## config.mk

```make
export PLATFORM = sky130hd
export DESIGN_NAME = writeback_cycle
export DESIGN_NICKNAME = d
export VERILOG_FILES = /design/src/rtl/riscv_pkg.sv /design/src/rtl/sat_counter.sv /design/src/rtl/writeback_cycle.sv
export SDC_FILE = /design/constraint.sdc
export NUM_CORES = 1
export LEC_CHECK = 0
export ABC_CLOCK_PERIOD_IN_PS = 3300
export BUFFER_PORTS_ARGS = -buffer_cell sky130_fd_sc_hd__clkbuf_2
export CORE_MARGIN = 2
export CORE_UTILIZATION = 35
export CTS_CLUSTER_DIAMETER = 30
export DETAILED_ROUTE_END_ITERATION = 16
export PLACE_DENSITY_LB_ADDON = 0.08
export RECOVER_POWER = 100
export SYNTH_ARGS = -nofsm -noshare
export SYNTH_HDL_FRONTEND = slang
export SYNTH_HIERARCHICAL = 1
export SYNTH_SLANG_ARGS = --single-unit
```

## constraint.sdc

```tcl
create_clock -name clk -period 3.3 [get_ports clk]
set_clock_uncertainty 0.05 [all_clocks]
set_input_delay 0.66 -clock clk [delete_from_list [all_inputs] [get_ports clk]]
set_output_delay 0.66 -clock clk [all_outputs]
set_load 0.1 [all_outputs]
```

## src/rtl/riscv_pkg.sv

```systemverilog
// Shared types and constants for the RISC-V pipeline slice.
package riscv_pkg;

   localparam int unsigned XLEN = 32;

   typedef enum logic {
      RUN  = 1'b0,
      TRAP = 1'b1
   } wb_state_t;

   localparam logic RESULT_ALU = 1'b0;
   localparam logic RESULT_MEM = 1'b1;

endpackage

```

## src/rtl/sat_counter.sv

```systemverilog
// Saturating event counter with synchronous clear.
module sat_counter #(
   parameter int unsigned CNT_W = 8
) (
   input  logic             clk,
   input  logic             rst,
   input  logic             clr,
   input  logic             inc,
   output logic [CNT_W-1:0] cnt
);

   // Count events, stop at all-ones; clear has priority over an increment.
   always_ff @(posedge clk) begin
      if (rst || clr)
         cnt <= '0;
      else if (inc && (cnt != '1))
         cnt <= cnt + CNT_W'(1);
   end

endmodule

```

## src/rtl/writeback_cycle.sv

```systemverilog
// Write-back stage: result select, write-enable gating, ECC trap and ECC statistics.
module writeback_cycle #(
   parameter int unsigned CNT_W = 8,
   parameter int unsigned XLEN  = riscv_pkg::XLEN
) (
   input  logic             clk,
   input  logic             rst,
   input  logic             RegWriteW,
   input  logic             ResultSrcW,
   input  logic [4:0]       RD_W,
   input  logic [XLEN-1:0]  PCPlus4W,
   input  logic [XLEN-1:0]  ALU_ResultW,
   input  logic [XLEN-1:0]  ReadDataW,
   input  logic             ResultSrcM,
   input  logic             s_err,
   input  logic             d_err,
   input  logic             trap_ack,
   input  logic             cnt_clr,
   output logic [XLEN-1:0]  ResultW,
   output logic             RegWriteW_q,
   output logic [4:0]       RD_Wq,
   output logic             trap_req,
   output logic [XLEN-1:0]  trap_pc,
   output logic [XLEN-1:0]  trap_addr,
   output logic [CNT_W-1:0] s_err_cnt,
   output logic [CNT_W-1:0] d_err_cnt,
   output logic [1:0]       err_sticky
);

   import riscv_pkg::*;

   wb_state_t state, state_nxt;
   logic      s_err_w, d_err_w;
   logic      run;
   logic      s_evt, d_evt;

   // Align ECC flags with the MEM/WB register; only loads qualify them.
   always_ff @(posedge clk) begin
      if (rst) begin
         s_err_w <= 1'b0;
         d_err_w <= 1'b0;
      end else begin
         s_err_w <= s_err & ResultSrcM;
         d_err_w <= d_err & ResultSrcM;
      end
   end

   assign run = (state == RUN);

   // A double error dominates: a simultaneous single error is not counted.
   assign s_evt = run & s_err_w & ~d_err_w;
   assign d_evt = run & d_err_w;

   // Result select and write-enable gating.
   always_comb begin
      ResultW     = (ResultSrcW == RESULT_MEM) ? ReadDataW : ALU_ResultW;
      RegWriteW_q = RegWriteW & ~d_err_w & run;
      RD_Wq       = RD_W;
   end

   // Trap FSM state register.
   always_ff @(posedge clk) begin
      if (rst)
         state <= RUN;
      else
         state <= state_nxt;
   end

   // Trap FSM next-state: enter on a double error in RUN, leave on acknowledge.
   always_comb begin
      state_nxt = state;
      case (state)
         RUN:     if (d_err_w)  state_nxt = TRAP;
         TRAP:    if (trap_ack) state_nxt = RUN;
         default: state_nxt = RUN;
      endcase
   end

   assign trap_req = (state == TRAP);

   // Capture the faulting load's PC and address when the trap is taken.
   always_ff @(posedge clk) begin
      if (rst) begin
         trap_pc   <= '0;
         trap_addr <= '0;
      end else if (d_evt) begin
         trap_pc   <= PCPlus4W - XLEN'(4);
         trap_addr <= ALU_ResultW;
      end
   end

   // Sticky {d_seen, s_seen}; clear wins over a same-cycle event.
   always_ff @(posedge clk) begin
      if (rst || cnt_clr)
         err_sticky <= '0;
      else
         err_sticky <= err_sticky | {d_evt, s_evt};
   end

   sat_counter #(.CNT_W(CNT_W)) u_s_cnt (
      .clk (clk),
      .rst (rst),
      .clr (cnt_clr),
      .inc (s_evt),
      .cnt (s_err_cnt)
   );

   sat_counter #(.CNT_W(CNT_W)) u_d_cnt (
      .clk (clk),
      .rst (rst),
      .clr (cnt_clr),
      .inc (d_evt),
      .cnt (d_err_cnt)
   );

endmodule
```

# == Yosys cells after proc, flatten, opt, wreduce, memory -nomap -nowiden ==
# Cells that the tools add are included.
# word_totals
ff_bits,85
latchBits,0
mem_bits_rw,0
rom_bits,0
in_bits,110
output_inout_bits,121
n_memories,0
# op_classes
add_sub_neg,3
n_mul,0
div_mod_pow,0
n_lt_le_gt_ge,0
eq_ne,2
shifts,0
n_mux,4
bitwise_logic,10
n_reduce_logical,3
# op_table
op,n
2-to-1 mux 32 bit,1
"subtractor 32 x 3 -> 32 bit, second input constant",1
"adder 8 x 1 -> 8 bit, second input constant",2
"!= test 8 bit, second input constant",2
bitwise AND 1 bit,7
logical AND 1 bit,2
2-to-1 mux 1 bit,2
inverter 1 bit,2
OR 2 bit,1
one-hot mux 1 bit (2 select lines),1
logical OR 1 bit,1

# == Logic depth before layout (Yosys ltp) ==
# Gate-level depths: netlist (run 1).
# depth
word_depth,4
depth_mapped,8
ltp_nobuf,7

# == Modules after synthesis ==
# Netlist (run 1), hierarchy kept.
# modules_own_cells
module,n_inst,cells_each,area_each_um2,seq_area_each_um2
writeback_cycle,1,395,3348.2,1381.3
sat_counter,2,48,421.7,160.2

# == Least setup slack after synthesis (run 1) ==
# OpenSTA, ideal clock, no wires.
# synth_path
kind,register -> register
from,register state (netlist: trap_req)
to,register u_d_cnt.cnt[6]
arrival_ns,2.539
path_slack_ns,0.595
path_stages_with_launch,9
n_path_buf,3
period_less_slack_ns,2.705
path_cell_list,dfxtp_1 > nand2b_1 > buf_2 > clkinv_1 > clkbuf_1 > buf_1 > nand3_1 > or4_1 > and3_1
# synth_via
elab_chain_len,3
# synth_lines
element,line_no,source
"start, declared",writeback_cycle.sv:32,"wb_state_t state, state_nxt;"
"start signal, assigned",writeback_cycle.sv:66,state <= state_nxt;
inverter 1 bit,--,
bitwise AND 1 bit,writeback_cycle.sv:52,assign d_evt = run & d_err_w;
named net d_evt,writeback_cycle.sv:35,"logic s_evt, d_evt;"
logical AND 1 bit,sat_counter.sv:16,else if (inc && (cnt != '1))
"end signal, assigned",sat_counter.sv:17,cnt <= cnt + CNT_W'(1);
"end, declared",sat_counter.sv:9,output logic [CNT_W-1:0] cnt
# The timed path passes the listed nets, and every way through them passes these cells.
# A chain may end at the register's enable or synchronous reset.

# == Worst setup path in the final report (run 1) ==
# layout_path
from,input port ResultSrcW
to,output port ResultW[1]
# layout_via
elab_chain_len,1
# layout_lines
element,line_no,source
"start, declared",writeback_cycle.sv:9,"input logic ResultSrcW,"
2-to-1 mux 32 bit,writeback_cycle.sv:56,ResultW = (ResultSrcW == RESULT_MEM) ? ReadDataW : ALU_ResultW;
"end, declared",writeback_cycle.sv:19,"output logic [XLEN-1:0] ResultW,"
# No other way between the ends.

==> results of run 1 <==
## worst reg2reg max path, stage by stage, from the launching register on
cell	delay, ns
dfxtp_1	0.33
nand2b_1	0.16
inv_1	0.72
clkbuf_2	0.67
nand2_1	0.11
nor4_1	0.21
nor4_1	0.09
## power by group
group | leakage, nW | switching, mW | total [mW] | internal (mW)
clock network | 0.163 | 0.407 | 1.11 | 0.702
logic | 1.28 | 0.653 | 0.801 | 0.148
registers | 0.691 | 0.0190 | 1.08 | 1.06
total | 2.14 | 1.08 | 2.99 | 1.91
## path summary, 6_finish.rpt
| path | from | endpoint | cells past startpoint |
|---|---|---|---|
| hold reg to reg | trap_addr[21]$_SDFFE_PP0P_ | trap_addr[21]$_SDFFE_PP0P_ | 2 |
| setup reg to reg | trap_req$_SDFF_PP0_ | trap_pc[30]$_SDFFE_PP0P_ | 6 |
| setup / recovery | ResultSrcW | ResultW[1] | 4 |
| hold / removal | trap_addr[21]$_SDFFE_PP0P_ | trap_addr[21]$_SDFFE_PP0P_ | 2 |
## final cells by class
cell class	count	area, um^2
Tap cell	143	178.9
Clock buffer	12	256.5
Sequential cell	85	1702
Inverter	5	18.77
Timing Repair Buffer	226	1011
Multi-Input combinational cell	366	2312
Clock inverter	4	70.07
Fill cell	1187	6016
## cell usage in the layout (no fill, tap or decap), types with 3 or more instances in the layout
master and count:
dfxtp_1 85, a311oi_1 4, mux2i_1 8, and3_1 4, a21boi_0 3, nand4_1 7, ha_1 3, clkbuf_16 9
nor3_1 10, or4_1 5, o21ai_0 4, mux2_2 32, a211oi_1 24, clkbuf_2 124, nor2_1 45, nor4_1 12
a21oi_1 44, nand2b_1 3, nand3_1 8, xnor2_1 11, nand2_1 85, inv_1 5, and3b_1 6, or3_1 10
clkbuf_1 101, xor2_1 11
## flip-flops by register name, summed over array words and instances (netlist names)
register,count
trap_addr,32
trap_pc,32
u_d_cnt/cnt,8
u_s_cnt/cnt,8
err_sticky,2
d_err_w,1
s_err_w,1
trap_req,1
## logic make-up after synthesis
kind of cell | Yosys count | share of synthesized area (%)
buffers and inverters | 40 | 4.149
DFF | 85 | 40.60
and+or+nand+nor | 214 | 26.03
xor gates and xnor gates | 22 | 4.597
AOI/OAI and AO/OA | 87 | 13.22
adders and majority gates | 3 | 0.8956
muxes | 40 | 10.51
## per-layer routing
metal / vias to the layer above / wire [um] / part of all wire [%]
li1: 2151 / - / -
met4: 0 / 296 / 2.4
met2: 155 / 5910 / 49
met1: 1943 / 5215 / 43
met3: 23 / 703 / 5.8
met5: - / 0 / 0
==> impl_metrics.py, run 1 <==
metrics = {
    "status": {
        "status": "finished, violations left",
        "violations": "capacitance limit, slew limit",
    },
    "timing": {
        "hold_ws_ns": 0.4024,
        "fmax_ghz": 0.3441,
        "fin_ws_ns": 0.3935,
        "slew_viol_final": 37,
        "slew_headroom_pct": -6.151,
        "worst_pin_slew_ns": 1.592,
        "tns_ns": 0,
        "fin_crit_ns": 2.907,
        "post-route-period-util_pct": 88.08,
        "setup_violations": 0,
        "rsz0062_at_grt": "no",
        "hold_viol": 0,
    },
    "clock_network": {
        "postCtsHoldBufs": 0,
        "cts_buffers": 9,
        "h-tree-depth": 3,
        "root_buffer": "clkbuf_16",
        "path_clk_slew_ns": 0.06,
        "cts.path.max_buffers": 2,
        "worstSkewPairLatency_ns": 0.34,
        "cts_resized": 0,
        "cts_sinks": 85,
        "cts_tree": "done",
        "cts_setup_buffers": 0,
    },
    "synth": {
        "synth-seq-cells": 85,
        "synth_top_area_share_pct": 40.60,
        "syn_area_mm2": 0.004192,
        "synth_cells": 491,
        "synth_top_area_cell": "dfxtp_1",
        "async_reset_ff_share_pct": 0,
        "ys_warn_count": 6,
        "seq_area_frac_synth_pct": 40.60,
        "synth_area_leaders": "dfxtp_1, mux2_2, nand2_1",
        "ys.flop_type": "dfxtp_1",
        "synth-edff-count": 0,
        "synth_common_cells": "dfxtp_1, nand2_1, nor2_1, a21oi_1, mux2_2",
        "synth.distinct_cells": 48,
        "avgSynthCellArea_um2": 8.537,
        "syn-num-nets": 604,
    },
    "grt": {
        "antenna_found_initial": 0,
        "overflow": 0,
        "use_met3_pct": 4.251,
        "grt_pass1_vias": 3967,
        "grt_busiest_layer": "met2",
        "grt_start_max_net_pins": 37,
        "grt_use_met2_pct": 30.94,
        "grt_pass1_wl_um": 19150,
        "grtUsageMet1_pct": 22.57,
        "grt.total_usage_pct": 18.46,
    },
    "place": {
        "gp_congestion": 0.8430,
        "dp_hpwl_um": 9338,
        "postPlaceCellArea_mm2": 0.005374,
        "preCtsSetupSlack_ns": 0.6408,
        "io_buffers": 220,
        "dp_cells": 825,
    },
    "drt": {
        "vias_per_cell": 5.080,
        "dr.pass1.iters": 4,
        "dr.first_iter.drc_count": 128,
        "wl_um": 12130,
        "route.detailed.drc": 0,
        "drtAntennaViolNets": 0,
        "dr_total_vias": 4272,
        "wl_per_cell_um": 14.42,
    },
    "finish": {
        "drive_gt1_share_pct": 26.93,
        "area_growth_pct": 32.39,
        "fin_nets": 806,
        "final_area_mm2": 0.005549,
        "finalNonFillerCells": 841,
        "final_util_pct": 47.98,
        "insertedDiodeCount": 0,
    },
    "die": {
        "num_io_pins": 231,
        "initial_core_util_pct": 36.24,
        "die_area_mm2": 0.01287,
        "rows": 39,
        "core_area_mm2": 0.01156,
        "die_y_um": 113.4,
        "die_x_um": 113.4,
    },
    "setup_path": {
        "cp_slowest_cell": "clkbuf_2",
        "cp-start-kind": "input port",
        "crit_fanout": 17,
        "worst-endpoint-arrival_ns": 2.20,
        "path_class": "input port to primary output",
        "path_buf_inv": 3,
        "crit_chain": "clkbuf_2 -> clkbuf_2 -> mux2_2 -> clkbuf_2",
        "cp.required_ns": 2.59,
        "path_common_cell": "clkbuf_2",
        "crit_family": "buffers and inverters",
        "cp-end-kind": "primary output",
        "max_stage_delay_ns": 0.44,
        "r2r_setup_slack_ns": 0.77,
    },
    "power": {
        "p_leak_nw": 2.137,
        "ir_drop_mv": 0.2497,
        "power_density_mw_per_mm2": 539.3,
        "p_total_mw": 2.992,
    },
    "min_path": {
        "holdCritPathClass": "flop to flop",
    },
    "job": {
        "cap_violations": 1,
    },
}
Power figures use the tool's default switching activity.
==> inputs of run 2 (changes only) <==
Settings changed: ABC_CLOCK_PERIOD_IN_PS 3300 to 2800.
Clock period 3.3 ns to 2.8 ns, I/O delays scaled along.
==> run 2 against run 1 <==
- the run still ends with capacitance limit, slew limit left
- count of clock-buffer cells in the layout increased by 1
- critical endpoint is now s_err_cnt[3]
- wire length increased by 2.7%
- worst hold slack worse by 0.045 ns
- die area stayed put
==> impl_metrics.py, run 2 (synthesized netlist as in run 1, its figures left out) <==
metrics = {
    "setup_path": {
        "cp-end-kind": "primary output",
        "cp_slowest_cell": "clkbuf_1",
        "path_class": "flop to primary output",
        "cp.required_ns": 2.19,
        "r2r_setup_slack_ns": 0.68,
        "r2r_start": "trap_req$_SDFF_PP0_",
        "crit_chain": "clkbuf_1",
        "path_buf_inv": 1,
        "crit_family": "buffers and inverters",
        "cp-start-kind": "flop",
        "crit_fanout": 7,
        "r2r_cells": 6,
        "max_stage_delay_ns": 0.90,
        "worst-endpoint-arrival_ns": 1.70,
        "timing.rr.end": "trap_pc[30]$_SDFFE_PP0P_",
    },
    "clock_network": {
        "cts_sinks": 85,
        "cts.path.max_buffers": 2,
        "worstSkewPairLatency_ns": 0.34,
        "cts_tree": "done",
        "cts_setup_buffers": 0,
        "root_buffer": "clkbuf_16",
        "h-tree-depth": 3,
        "path_clk_slew_ns": 0.06,
        "postCtsHoldBufs": 0,
        "cts_resized": 0,
        "cts_buffers": 9,
    },
    "place": {
        "gp_congestion": 0.8165,
        "io_buffers": 220,
        "dp_hpwl_um": 9402,
        "dp_cells": 826,
    },
    "drt": {
        "wl_um": 12460,
        "drtAntennaViolNets": 0,
        "dr.pass1.iters": 4,
        "route.detailed.drc": 0,
        "dr_total_vias": 4243,
        "dr.first_iter.drc_count": 225,
        "vias_per_cell": 5.039,
        "wl_per_cell_um": 14.79,
    },
    "finish": {
        "mostFrequentLayoutCell": "clkbuf_2",
        "area_growth_pct": 32.69,
        "reg_top3": "trap_addr (32), trap_pc (32)",
        "seqCellArea_mm2": 0.001702,
        "nFillCells": 1241,
        "fin_nets": 807,
        "final_cell_mix": "clkbuf_2, clkbuf_1, nand2_1, dfxtp_1, nor2_1",
        "drive_gt1_share_pct": 28.47,
        "insertedDiodeCount": 0,
        "multiInputGateArea_mm2": 0.002302,
        "finalNonFillerCells": 842,
    },
    "grt": {
        "antenna_found_initial": 0,
        "overflow": 0,
        "grt_pass1_vias": 3867,
        "grt_pass1_wl_um": 19180,
        "grt.total_usage_pct": 18.75,
        "grt_start_max_net_pins": 96,
    },
    "power": {
        "ir_drop_mv": 0.5706,
        "p_total_mw": 3.452,
        "power_density_mw_per_mm2": 620.7,
        "p_leak_nw": 2.173,
    },
    "timing": {
        "fin_crit_ns": 2.313,
        "worst_pin_slew_ns": 1.702,
        "slew_viol_final": 39,
        "hold_viol": 0,
        "fmax_ghz": 0.4323,
        "rsz0062_at_grt": "no",
        "setup_violations": 0,
        "tns_ns": 0,
        "slew_headroom_pct": -13.49,
        "post-route-period-util_pct": 82.61,
        "hold_ws_ns": 0.3579,
    },
    "min_path": {
        "holdCritPathClass": "input port to flop",
        "whs_path_depth": 2,
        "min_from": "trap_ack",
        "min_to": "trap_req$_SDFF_PP0_",
    },
    "job": {
        "cap_violations": 1,
    },
    "status": {
        "violations": "capacitance limit, slew limit",
        "status": "finished, violations left",
    },
    "die": {
        "rows": 39,
        "core_area_mm2": 0.01156,
        "initial_core_util_pct": 36.24,
        "die_x_um": 113.4,
        "num_io_pins": 231,
        "die_area_mm2": 0.01287,
        "die_y_um": 113.4,
    },
}
-- run 2: per-layer routing --
metal  vias up  track usage (%)  wire length (um)
met5         -                0                 0
met4         0            6.504               212
met3        19            7.279               793
met2       135            31.14              6100
met1      1934            22.20              5349
li1       2155                -                 -
-- run 2: cell type report --
type                       instances  share of cell area (%)
clock buffer                      13                   4.679
clock inverter                     3                  0.7874
inverter                           5                  0.3375
multi-input combinational        366                   41.39
sequential                        85                   30.60
tap                              143                   3.217
timing repair buffer             227                   18.99
-- run 2: worst max path at each step --
stage,start,slack (ns),cells after the start,end
after CTS,ResultSrcW,0.56,4,ResultW[1]
after global placement,PCPlus4W[19],0.46,6,trap_pc[26]$_SDFFE_PP0P_
after detailed placement,PCPlus4W[2],0.43,6,trap_pc[13]$_SDFFE_PP0P_
after floorplan,trap_req$_SDFF_PP0_,0.1,8,u_d_cnt/cnt[6]$_SDFFE_PP0P_
final,u_s_cnt/cnt[3]$_SDFFE_PP0P_,0.49,1,s_err_cnt[3]
after global routing,rst,0.38,3,s_err_w$_SDFF_PP0_
-- run 2: per-stage QoR --
step                      setup slack (ns)  utilization (%)  area [um^2]
after detailed placement            0.4253            46.64         5394
after global routing                0.3753            48.09         5562
after CTS                           0.5633            49.27         5698
after floorplan                    0.09538                -         4192
final                               0.4870            48.09         5562
after global placement              0.4586            46.64         5394
-- run 2: power breakdown --
part           internal (mW)  switching [mW]  total (mW)
combinational          0.182           0.772       0.953
clock                  0.741           0.483        1.22
sequential              1.25          0.0221        1.27
-- run 2: worst reg2reg max path, delay by kind of cell, from the launching register on --
kind	cells	cell delay, ns
simple gates	4	0.59
flops	1	0.33
buf+inv	2	0.97
